File: src/rtl/buf_defs.sv
// Shared constants for buffer blocks: default geometry and a constant-time log2
// used to size pointers from a depth parameter.
package buf_defs;

   localparam int DEF_WIDTH = 8;
   localparam int DEF_DEPTH = 4;

   // Ceiling log2; exact for the power-of-two depths these buffers use.
   function automatic int log2(input int n);
      int r;
      r = 0;
      while ((1 << r) < n) r++;
      return r;
   endfunction

endpackage

File: src/rtl/buf_ram.sv
// Register-array storage for buf_fifo: one synchronous write port, one
// asynchronous read port, contents never reset.
module buf_ram
   import buf_defs::*;
#(
   parameter int WIDTH = DEF_WIDTH,
   parameter int DEPTH = DEF_DEPTH,
   parameter int AW    = log2(DEPTH)
) (
   input  logic             clk_i,
   input  logic             we_i,
   input  logic [AW-1:0]    waddr_i,
   input  logic [WIDTH-1:0] wdata_i,
   input  logic [AW-1:0]    raddr_i,
   output logic [WIDTH-1:0] rdata_o
);

   logic [WIDTH-1:0] mem_q [DEPTH];

   always_ff @(posedge clk_i) begin
      if (we_i) mem_q[waddr_i] <= wdata_i;
   end

   assign rdata_o = mem_q[raddr_i];

endmodule

File: src/rtl/buf_fifo.sv
// Synchronous FIFO with valid/ready on both sides; control lives here, words
// live in buf_ram. Flags are decoded from registered occupancy only.
module buf_fifo
   import buf_defs::*;
#(
   parameter int WIDTH = DEF_WIDTH,
   parameter int DEPTH = DEF_DEPTH,
   parameter int AW    = log2(DEPTH)
) (
   input  logic             CLK,
   input  logic             RESET,
   input  logic             FLUSH,
   input  logic [WIDTH-1:0] I,
   input  logic             I_VALID,
   output logic             I_READY,
   output logic [WIDTH-1:0] O,
   output logic             O_VALID,
   input  logic             O_READY,
   output logic [AW:0]      COUNT,
   output logic             FULL,
   output logic             EMPTY
);

   localparam logic [AW:0] DEPTH_C = (AW+1)'(DEPTH);

   logic [AW-1:0] rd_ptr_q, rd_ptr_d;
   logic [AW-1:0] wr_ptr_q, wr_ptr_d;
   logic [AW:0]   count_q, count_d;
   logic          push, pop, ram_we;

   // Handshake: a word moves on a rising edge where valid && ready on that side.
   // I_READY also rises when the consumer drains in the same cycle, so a full
   // buffer can stream at one word per cycle.
   assign FULL    = (count_q == DEPTH_C);
   assign EMPTY   = (count_q == '0);
   assign O_VALID = !EMPTY;
   assign I_READY = !FULL || O_READY;
   assign COUNT   = count_q;

   assign push   = I_VALID && I_READY;
   assign pop    = O_VALID && O_READY;
   assign ram_we = push && !FLUSH;

   always_comb begin
      rd_ptr_d = rd_ptr_q;
      wr_ptr_d = wr_ptr_q;
      count_d  = count_q;
      if (FLUSH) begin
         rd_ptr_d = '0;
         wr_ptr_d = '0;
         count_d  = '0;
      end else begin
         if (push) wr_ptr_d = wr_ptr_q + AW'(1);
         if (pop)  rd_ptr_d = rd_ptr_q + AW'(1);
         if (push && !pop)      count_d = count_q + (AW+1)'(1);
         else if (pop && !push) count_d = count_q - (AW+1)'(1);
      end
   end

   always_ff @(posedge CLK or posedge RESET) begin
      if (RESET) begin
         rd_ptr_q <= '0;
         wr_ptr_q <= '0;
         count_q  <= '0;
      end else begin
         rd_ptr_q <= rd_ptr_d;
         wr_ptr_q <= wr_ptr_d;
         count_q  <= count_d;
      end
   end

   buf_ram #(
      .WIDTH (WIDTH),
      .DEPTH (DEPTH),
      .AW    (AW)
   ) u_ram (
      .clk_i   (CLK),
      .we_i    (ram_we),
      .waddr_i (wr_ptr_q),
      .wdata_i (I),
      .raddr_i (rd_ptr_q),
      .rdata_o (O)
   );

endmodule

File: config.mk
export PLATFORM = sky130hd
export DESIGN_NAME = buf_fifo
export DESIGN_NICKNAME = d
export VERILOG_FILES = /design/src/rtl/buf_defs.sv /design/src/rtl/buf_ram.sv /design/src/rtl/buf_fifo.sv
export SDC_FILE = /design/constraint.sdc
export NUM_CORES = 1
export LEC_CHECK = 0
export ABC_AREA = 1
export ABC_CLOCK_PERIOD_IN_PS = 1800
export BUFFER_PORTS_ARGS = -buffer_cell sky130_fd_sc_hd__buf_2
export CAP_MARGIN = 20
export CORE_MARGIN = 1.5
export CORE_UTILIZATION = 45
export DETAILED_ROUTE_END_ITERATION = 12
export HOLD_SLACK_MARGIN = 0.05
export PLACE_DENSITY_LB_ADDON = 0.1
export SLEW_MARGIN = 20
export SYNTH_ARGS = -nofsm -noshare
export SYNTH_HDL_FRONTEND = slang
export SYNTH_SLANG_ARGS = --single-unit
File: constraint.sdc
create_clock -name CLK -period 1.8 [get_ports CLK]
set_clock_uncertainty 0.2 [all_clocks]
set_input_delay 0.36 -clock CLK [delete_from_list [all_inputs] [get_ports CLK]]
set_output_delay 0.36 -clock CLK [all_outputs]
set_load 0.005 [all_outputs]
Word level (Yosys, flattened, before mapping)
Memories as Yosys holds them, arrays and structs flattened.
Index checks and enable logic that the tools add are counted.
Word-level totals
  bits in registers: 7
  output and inout bits: 15
  memories: 1
  word-level logic and storage cells: 33
  RAM bits: 32
  bits of input ports: 13
Operators by class
  muxes and demuxes: 9
  $add $sub $neg: 4
  eq/ne operators: 1
  reductions and logical operators: 15
Memories
  u_ram.mem_q: depth 4, bits a word 8, rd ports 1, clocked after Yosys merged registers in 0, write ports 1, line buf_ram.sv:18  | logic [WIDTH-1:0] mem_q [DEPTH];
Operators with widths (count)
  $mux 3: 3
  $mux 2: 4
  $logic_and 1x1->1: 5
  $logic_not 1->1: 5
  $add 2x1->2 const B: 2
  $reduce_bool 2->1: 2
  $add 3x1->3 const B: 1
  $eq 3x3->1 const B: 1
  $logic_not 3->1: 1
  $reduce_bool 3->1: 1
  $sub 3x1->3 const B: 1
  $mux 1: 2
  $logic_or 1x1->1: 1

Longest topological paths before layout
Gate-level depths: netlist (run 1).
  depth after elaboration: 9
  gate-level depth with buffers: 14
  depth with buffers taken out: 14

Modules after synthesis
From an unflattened synthesis (run 1), not the netlist that was laid out.
Unflattened totals
  cell total of the unflattened synthesis: 194
  area, all modules: 1866.8 um^2
By module, submodules not included
  buf_ram: area an instance 1387.6 um^2, sequential area each 960.9 um^2, cells an instance 133, instances 1
  buf_fifo: area an instance 479.2 um^2, sequential area each 175.2 um^2, cells an instance 61, instances 1

Worst setup path after synthesis (run 1)
No wires, ideal clock.
  path type: register to register
  start point: register count_q[0], in the netlist COUNT[0]
  end point: register count_q[2], in the netlist COUNT[2]
  path buffers: 0
  setup slack: -172 ps
  data required time: 1483 ps
  period minus slack after synthesis: 1972 ps
  arrival time: 1656 ps
  stages on the path, launching flop included: 14
  setup time: 117 ps
  cell sequence: dfrtp_1 > nor2_4 > nand3_2 > nand3_4 > inv_1 > fa_1 > inv_1 > nand2_1 > nand2_1 > inv_1 > nand2_1 > nand2_1 > nand2_1 > nand2_1
Between the ends
  word-level cells in the longest chain between the ends: 7
  elaborated cells between the ends (all ways): 17
  those cells by class: add/sub: 2; eq/ne: 1; mux: 3; reduce/logical: 11
RTL lines
  from (decl): line buf_fifo.sv:28  | logic [AW:0] count_q, count_d;
  from (signal assigned): line buf_fifo.sv:68  | count_q <= count_d;
  $eq 3x3->1 *: line buf_fifo.sv:34  | assign FULL = (count_q == DEPTH_C);
  $logic_not 1->1 *: line buf_fifo.sv:37  | assign I_READY = !FULL || O_READY;
  $logic_or 1x1->1 *: line buf_fifo.sv:37
  via I_READY: line buf_fifo.sv:15  | output logic I_READY,
  $logic_and 1x1->1 *: line buf_fifo.sv:40  | assign push = I_VALID && I_READY;
  $logic_and 1x1->1 or $logic_not 1->1 (tied branches): line buf_fifo.sv:55, buf_fifo.sv:56
  $mux 3 or $logic_and 1x1->1 (tied branches): line buf_fifo.sv:55, buf_fifo.sv:56
  $mux 3 or $reduce_bool 3->1 (tied branches)
The timed path passes the listed nets; every way through them passes the cells marked *. The select of a mux whose other input is x is not followed.
A chain may end at the register's enable or synchronous reset.

Final worst setup path (run 1)
  start point: register count_q[1], in the netlist COUNT[1]
  end point: output port I_READY
Between the ends
  word-level cells in the longest chain between the ends: 3
RTL lines (line)
  $eq 3x3->1: buf_fifo.sv:34
  $logic_not 1->1: buf_fifo.sv:37
  $logic_or 1x1->1: buf_fifo.sv:37
  to (decl): buf_fifo.sv:15
Every way passes these cells.

==> reports/summary.log, run 1 <==
qor: synth.syn_inst 149
qor: synth.ys_seq_area_frac 0.655
qor: die.chipWidth 65.1 um
qor: critical_path.worst-setup-path-type reg -> out
qor: layout.antenna_cells_inserted 0
qor: global_route.number_of_antenna_violations_at_the_first_check_in_global_routing 0
qor: layout.finalCoreUtilization 0.642
qor: cts.htree_num_levels 2
qor: power.p_per_area 1280 nW/um2
qor: global_route.grt-ovfl-total 0
qor: cts.numClockSinks 39
qor: placed_design.place.gp.congestion 0.934
qor: timing.postLayoutSetupSlackWorst -0.106 ns
qor: timing.finalSetupViolations 39
qor: critical_path.worstSetupEndpointType output pin
qor: die.design.portCount 28
qor: die.floorplan.die.height 65.1 um
qor: cts.cts_root_buf sky130_fd_sc_hd__clkbuf_8
qor: worst_hold_path.hold_depth 1
qor: synth.mapped_area 1730 um2
qor: power.power 3.02 mW
qor: timing.relSlewSlack 0.799
qor: layout.finish.net_count 223
qor: flow_run.drv.max_cap_violation_count 0
qor: die.initial_utilization 0.470
qor: synth.synth_fp_nets 167
qor: drt.detail_route.wl_per_cell 14.2 um
qor: die.core-area 3690 um2
qor: worst_hold_path.hold_path_class in -> reg
qor: cts.cts-buffers-inserted 5
qor: critical_path.cp.required 1.24 ns
qor: drt.totalWireLength 3.62 mm
qor: drt.viasPerCell 4.98
qor: global_route.grt_pass1_vias 1,249
qor: placed_design.io_buffers 27
qor: die.fp.dieArea 4240 um2
qor: critical_path.cp.arrival 1.35 ns
qor: synth.synth_ff_type sky130_fd_sc_hd__edfxtp_1
qor: cts.clkTransAtPathRegs 0.07 ns
qor: timing.period_share 1.06
qor: layout.area_growth 36.7%
qor: synth.synthDistinctLibCells 26
qor: timing.timing_worst_slew_pin_value 0.301 ns
qor: timing.grt_setup_unrepaired yes
qor: cts.clk-insertion-delay-late 0.29 ns
qor: timing.fin_setup_tns -1.17 ns
qor: timing.final_hold_violations 0
qor: synth.synth_edf_count 32
qor: outcome.outcome finished with violations
qor: synth.syn_area_per_cell 11.6 um2
qor: power.worst_ir_drop_vdd 0.000685 V
qor: drt.antenna_violating_nets_post_route 0
qor: global_route.grt_use_total 0.190
qor: global_route.pin_count_of_the_biggest_net_entering_global_routing 13
qor: critical_path.startpoint_kind_of_the_worst_setup_timing_path register
qor: layout.drive_above_1_share 0.451
qor: die.core.rowCount 22
qor: synth.number_of_flip_flops_and_latches_in_the_synthesized_netlist 39
qor: timing.slew_viol_final 0
qor: cts.cts.path.max_buffers 2
qor: timing.final_critical_path_time_including_i_o_delays_and_setup 1.91 ns
qor: synth.async_reset_ff_frac 0.179
qor: drt.first_iter_violations 55
qor: drt.count_of_tritonroute_iterations_in_the_first_routing_pass 4
qor: drt.drc_errors 0
qor: outcome.failed_checks setup timing
qor: critical_path.depth_of_the_worst_register_to_register_path 13
qor: drt.detailroute.via_count 1,265
qor: cts.tritoncts built
qor: power.static-leakage-power 0.994 nW
qor: timing.timing.fmax 525 MHz
qor: synth.yosys_warnings 0
qor: critical_path.crit_path_max_fanout 3
qor: placed_design.hpwl 2.44 mm
qor: global_route.global_route_wire_length_before_repair 5.77 mm
==> what timing repair did <==
| action | 4_1_cts | 5_1_grt |
|---|---|---|
| hold buffers | 1 | 0 |
| setup buffers | 0 | 9 |
| pin swaps | 9 | 9 |
| endpoints found under the setup margin | 11 | 39 |
| gates cloned | 1 | 0 |
| hold endpoints to repair | 7 | 0 |
| resized for setup | 17 | 36 |
==> flip-flops by register name, indices dropped and copies added, names as in the netlist <==
register     count
u_ram.mem_q     32
COUNT            3
rd_ptr_q         2
wr_ptr_q         2
==> metal layers <==
| layer | up-vias | routed length [um] | track usage |
|---|---|---|---|
| met1 | 622 | 1630 | 0.247 |
| met2 | 16 | 1820 | 0.305 |
| met5 | - | 0 | 0 |
| met3 | 5 | 117 | 0.0590 |
| met4 | 0 | 55 | 0.0625 |
| li1 | 622 | - | - |
==> critical path, stage by stage, from the launching register on <==
cell	delay (ns)
sky130_fd_sc_hd__dfrtp_1	0.41
sky130_fd_sc_hd__nor2_4	0.18
sky130_fd_sc_hd__nand3_4	0.10
sky130_fd_sc_hd__buf_4	0.14
sky130_fd_sc_hd__buf_6	0.11
sky130_fd_sc_hd__buf_6	0.10
==> layout by cell type (no fill, tap or decap), drive strengths merged <==
cell type    netlist  routed
o22ai              8       8
clkinv             0       1
inv               21      21
buf                3      51
o21ai             17      17
ha                 4       4
nand3              6       6
nand4              1       1
clkbuf             0       7
xor2               1       1
nand3b             1       1
dfrtp              7       7
dlygate4sd3        0       1
nand2             19      19
nor2              24      24
edfxtp            32      32
fa                 1       1
a21oi              2       2
nor3               2       2
==> worst paths after layout <==
kind / start / end / slack, ns
setup reg to reg: COUNT[1] / COUNT[2] / -0.08
max in group asynchronous: RESET / rd_ptr_q[0] / 0.82
setup / recovery: COUNT[1] / I_READY / -0.11
min in group asynchronous: RESET / COUNT[0] / 0.36
hold / removal: I[1] / u_ram.mem_q[0][1] / 0.08
hold reg to reg: wr_ptr_q[1] / wr_ptr_q[1] / 0.35
==> through the flow <==
stage,setup slack [ns],hold WS [ns],std cells,instance area [um2]
5_1_grt,-0.183,0.0744,254,2370
4_1_cts,-0.0757,0.0794,248,2170
6_report,-0.106,0.0796,254,2370
3_3_place_gp,-0.0306,0.109,238,2050
2_1_floorplan,-0.0950,-0.0366,149,1740
3_5_place_dp,-0.0692,0.115,238,2050
==> power breakdown <==
group	internal (mW)	switching (mW)	leakage (nW)
combinational	0.636	0.664	0.562
clock	0.309	0.294	0.0482
sequential	1.06	0.0643	0.384
total	2.00	1.02	0.994
==> cell usage after synthesis (2+ instances only) <==
cell                        n  area share
sky130_fd_sc_hd__edfxtp_1  32        0.55
sky130_fd_sc_hd__nor2_1    21       0.045
sky130_fd_sc_hd__inv_1     18       0.039
sky130_fd_sc_hd__nand2_1   16       0.035
sky130_fd_sc_hd__o21ai_0   16       0.046
sky130_fd_sc_hd__o22ai_1    8       0.029
sky130_fd_sc_hd__dfrtp_1    7        0.10
sky130_fd_sc_hd__ha_1       4       0.029
sky130_fd_sc_hd__nand3_1    4       0.012
sky130_fd_sc_hd__inv_2      3      0.0065
sky130_fd_sc_hd__buf_2      2      0.0058
sky130_fd_sc_hd__nand2_4    2       0.013
sky130_fd_sc_hd__nor2_2     2      0.0072
sky130_fd_sc_hd__nor3_1     2      0.0058
==> kinds of logic (layout without fill, tap and decap cells) <==
family	after synthesis	in the layout	share of synthesized area
AND/OR/NAND/NOR	53	53	0.154
XOR/XNOR	1	1	0.00505
AO/OA/AOI/OAI	27	27	0.0902
flip-flops	39	39	0.655
buffers and inverters	24	81	0.0556
adder cells (fa/ha/maj)	5	5	0.0404
==> final cells by class <==
| type | instances | area (um2) |
|---|---|---|
| Multi-Input combinational cell | 86 | 601 |
| Clock buffer | 7 | 86.3 |
| Inverter | 21 | 78.8 |
| Clock inverter | 1 | 5.00 |
| Fill cell | 312 | 1320 |
| Tap cell | 48 | 60.1 |
| Timing Repair Buffer | 52 | 403 |
| Sequential cell | 39 | 1140 |
(Power assumes the default switching activity.)
==> inputs of run 2 (changes only) <==
--- a/config.mk
+++ b/config.mk
@@ -9,8 +9,10 @@
 export ABC_CLOCK_PERIOD_IN_PS = 1800
 export BUFFER_PORTS_ARGS = -buffer_cell sky130_fd_sc_hd__buf_2
 export CAP_MARGIN = 20
+export CELL_PAD_IN_SITES_DETAIL_PLACEMENT = 0
+export CELL_PAD_IN_SITES_GLOBAL_PLACEMENT = 1
 export CORE_MARGIN = 1.5
-export CORE_UTILIZATION = 45
+export CORE_UTILIZATION = 39
 export DETAILED_ROUTE_END_ITERATION = 12
 export HOLD_SLACK_MARGIN = 0.05
 export PLACE_DENSITY_LB_ADDON = 0.1
==> run 2 against run 1 <==
  * The run still ends with setup timing left
  * Via count decreased by 1.7%
  * Register-to-register slack improved by 0.02 ns
  * Setup slack improved by 0.041 ns
  * Critical path depth increased by 8
  * Sequential share of layout area increased by 1.4 points
  * Sequential power about the same
  * Cell area decreased by 2.6%
  * Routed wire length decreased by 6.1%
  * Largest power group unchanged
  * Total power decreased by 5.5%
  * Sequential cell count unchanged
  * Utilization decreased by 11 points
  * First-iteration DRC count increased by 15%
==> reports/summary.log, run 2 (synthesis gave the netlist of run 1 again) <==
qor: critical_path.cp.arrival 1.84 ns
qor: critical_path.worst_path_largest_cell_delay 0.41 ns
qor: worst_hold_path.hold-path-endpoint u_ram.mem_q[0][3]
qor: die.initial_utilization 0.401
qor: cts.cts-buffers-inserted 5
qor: critical_path.worst-setup-path-type reg -> reg
qor: outcome.failed_checks setup timing
qor: die.chipWidth 69.7 um
qor: layout.drive_above_1_share 0.483
qor: cts.htree_num_levels 2
qor: cts.tritoncts built
qor: timing.timing_worst_slew_pin_value 0.317 ns
qor: power.swShare 0.342
qor: critical_path.depth_of_the_worst_register_to_register_path 13
qor: cts.cts_root_buf sky130_fd_sc_hd__clkbuf_8
qor: drt.drc_errors 0
qor: drt.antenna_violating_nets_post_route 0
qor: die.core-area 4320 um2
qor: power.internal_dissipation 1.88 mW
qor: global_route.grt_pass1_vias 1,210
qor: power.worst_ir_drop_vdd 0.000631 V
qor: power.p_clk_frac 0.184
qor: critical_path.worstSetupEndpointType register
qor: drt.maxUsedRoutingLayer met4
qor: drt.first_iter_violations 63
qor: placed_design.hpwl 2.46 mm
qor: timing.slew_viol_final 0
qor: die.fp.dieArea 4860 um2
qor: placed_design.placedCellCount 244
qor: timing.postLayoutSetupSlackWorst -0.0649 ns
qor: drt.count_of_tritonroute_iterations_in_the_first_routing_pass 4
qor: flow_run.drv.max_cap_violation_count 0
qor: timing.finalSetupViolations 11
qor: cts.clkTransAtPathRegs 0.07 ns
qor: worst_hold_path.hold_path_class in -> reg
qor: die.floorplan.die.height 69.7 um
qor: cts.numClockSinks 39
qor: power.power_frac_seq 0.395
qor: power.pwr-share-comb 0.421
qor: timing.grt_setup_unrepaired yes
qor: critical_path.path_cells nor2_4 > nand3_4 > nand3_4 > inv_2 > fa_2 > inv_2 > nand2_1 > nand2_1 > inv_1 > nand2_1 > nand2_1 > nand2_1 > nand2_1
qor: worst_hold_path.hold_depth 1
qor: global_route.global_route_wire_length_before_repair 5.55 mm
qor: layout.finish.net_count 221
qor: cts.cts.path.max_buffers 2
qor: placed_design.place.gp.congestion 0.808
qor: critical_path.critical_path.slowest_cell sky130_fd_sc_hd__dfrtp_1
qor: drt.met2RoutedLength 1.79 mm
qor: timing.final_critical_path_time_including_i_o_delays_and_setup 1.86 ns
qor: layout.area_growth 33.0%
qor: placed_design.placement.setup.worst_slack -0.0639 ns
qor: critical_path.worst_r2r_endpoint COUNT[2]
qor: timing.timing.fmax 536 MHz
qor: layout.final_common_cell sky130_fd_sc_hd__edfxtp_1
qor: global_route.grt_use_total 0.152
qor: layout.stdcell_count 255
qor: power.p_per_area 1240 nW/um2
qor: drt.detailroute.via_count 1,243
qor: layout.top_library_cells_by_usage_in_the_layout_fill_and_taps_aside 32 x sky130_fd_sc_hd__edfxtp_1, 27 x sky130_fd_sc_hd__buf_2, 14 x sky130_fd_sc_hd__nand2_1, 13 x sky130_fd_sc_hd__nor2_1, 13 x sky130_fd_sc_hd__buf_4
qor: critical_path.crit_path_frequent_cell sky130_fd_sc_hd__nand2_1
qor: timing.relSlewSlack 0.789
qor: die.design.portCount 28
qor: global_route.pin_count_of_the_biggest_net_entering_global_routing 12
qor: global_route.number_of_antenna_violations_at_the_first_check_in_global_routing 0
qor: layout.antenna_cells_inserted 0
qor: critical_path.critical_path.reg2reg.startpoint COUNT[1]
qor: drt.totalWireLength 3.40 mm
qor: die.core.rowCount 24
qor: timing.final_hold_violations 0
qor: layout.registers.top_by_ff_count u_ram.mem_q
qor: critical_path.reg2reg_slack -0.06 ns
qor: worst_hold_path.min_from I[3]
qor: power.power 2.86 mW
qor: timing.period_share 1.04
qor: outcome.outcome finished with violations
qor: timing.fin_setup_tns -0.235 ns
qor: drt.wl_met1 1.41 mm
qor: drt.detail_route.wl_per_cell 13.3 um
qor: global_route.grt-ovfl-total 0
qor: layout.finalCoreUtilization 0.534
qor: power.static-leakage-power 0.965 nW
qor: drt.viasPerCell 4.87
qor: placed_design.io_buffers 27
qor: cts.clk-insertion-delay-late 0.28 ns
qor: critical_path.startpoint_kind_of_the_worst_setup_timing_path register
qor: critical_path.cp.required 1.78 ns
qor: power.power.switching 0.976 mW
qor: drt.routed_length_on_met3 120 um
qor: layout.largest_reg_flops 32
qor: critical_path.crit_path_max_fanout 3
-- run 2: cell count changes in the layout (fill, tap and decap cells not counted), moves of 2 or more --
cell	previous run	this run
sky130_fd_sc_hd__buf_12	2	0
sky130_fd_sc_hd__buf_2	24	27
sky130_fd_sc_hd__buf_6	12	9
sky130_fd_sc_hd__nor2_2	5	8
sky130_fd_sc_hd__nor2_4	5	3
sky130_fd_sc_hd__o21ai_0	2	0
sky130_fd_sc_hd__o21ai_1	11	8
sky130_fd_sc_hd__o21ai_2	3	9
-- run 2: worst max-delay path by stage --
stage / start / end / slack [ns] / cells after the start
after floorplan: COUNT[1] / COUNT[2] / -0.1 / 13
after detailed placement: COUNT[1] / COUNT[2] / -0.06 / 13
final: COUNT[1] / COUNT[2] / -0.06 / 13
after global routing: COUNT[1] / COUNT[2] / -0.15 / 13
after global placement: COUNT[1] / COUNT[2] / -0.006 / 13
after CTS: COUNT[0] / COUNT[2] / -0.06 / 13
-- run 2: area by class of cell --
cell class	instances	area, um2
Tap cell	52	65.1
Fill cell	386	2020
Inverter	21	78.8
Sequential cell	39	1140
Clock buffer	5	68.8
Timing Repair Buffer	50	344
Multi-Input combinational cell	86	604
Clock inverter	2	8.76
-- run 2: critical path, delay by kind of cell, from the launching register on --
kind / cells / cell delay (ns)
simple gates: 9 / 0.67
buf+inv: 3 / 0.15
flops: 1 / 0.41
fa+ha+maj: 1 / 0.34
-- run 2: layer usage --
layer  vias to the layer above  GRT usage
met3                         7     0.0378
met5                         -          0
met2                        20      0.274
met1                       598      0.167
li1                        618          -
met4                         0     0.0705
-- run 2: power by group through the flow --
stage	combinational, mW	sequential [mW]	clock, mW
detailed placement	1.01	1.14	0
global placement	0.988	1.13	0
floorplan	0.556	1.14	0
finish	1.20	1.13	0.526
CTS	1.06	1.12	0.544
global route	1.32	1.14	0.577
-- run 2: metrics by stage --
step	hold slack (ns)	area, um2
finish	0.0867	2310
global route	0.0863	2310
CTS	0.0781	2180
detailed placement	0.129	2070
global placement	0.119	2070
floorplan	-0.0366	1740
-- run 2: repair_timing --
| action | in CTS | in global routing |
|---|---|---|
| resized for setup | 16 | 41 |
| pin swaps | 5 | 11 |
| hold buffers | 1 | 0 |
| cloned | 1 | 0 |
| buffers inserted | 1 | 1 |
| endpoints found under the setup margin | 10 | 19 |
| endpoints found under the hold margin | 7 | 0 |
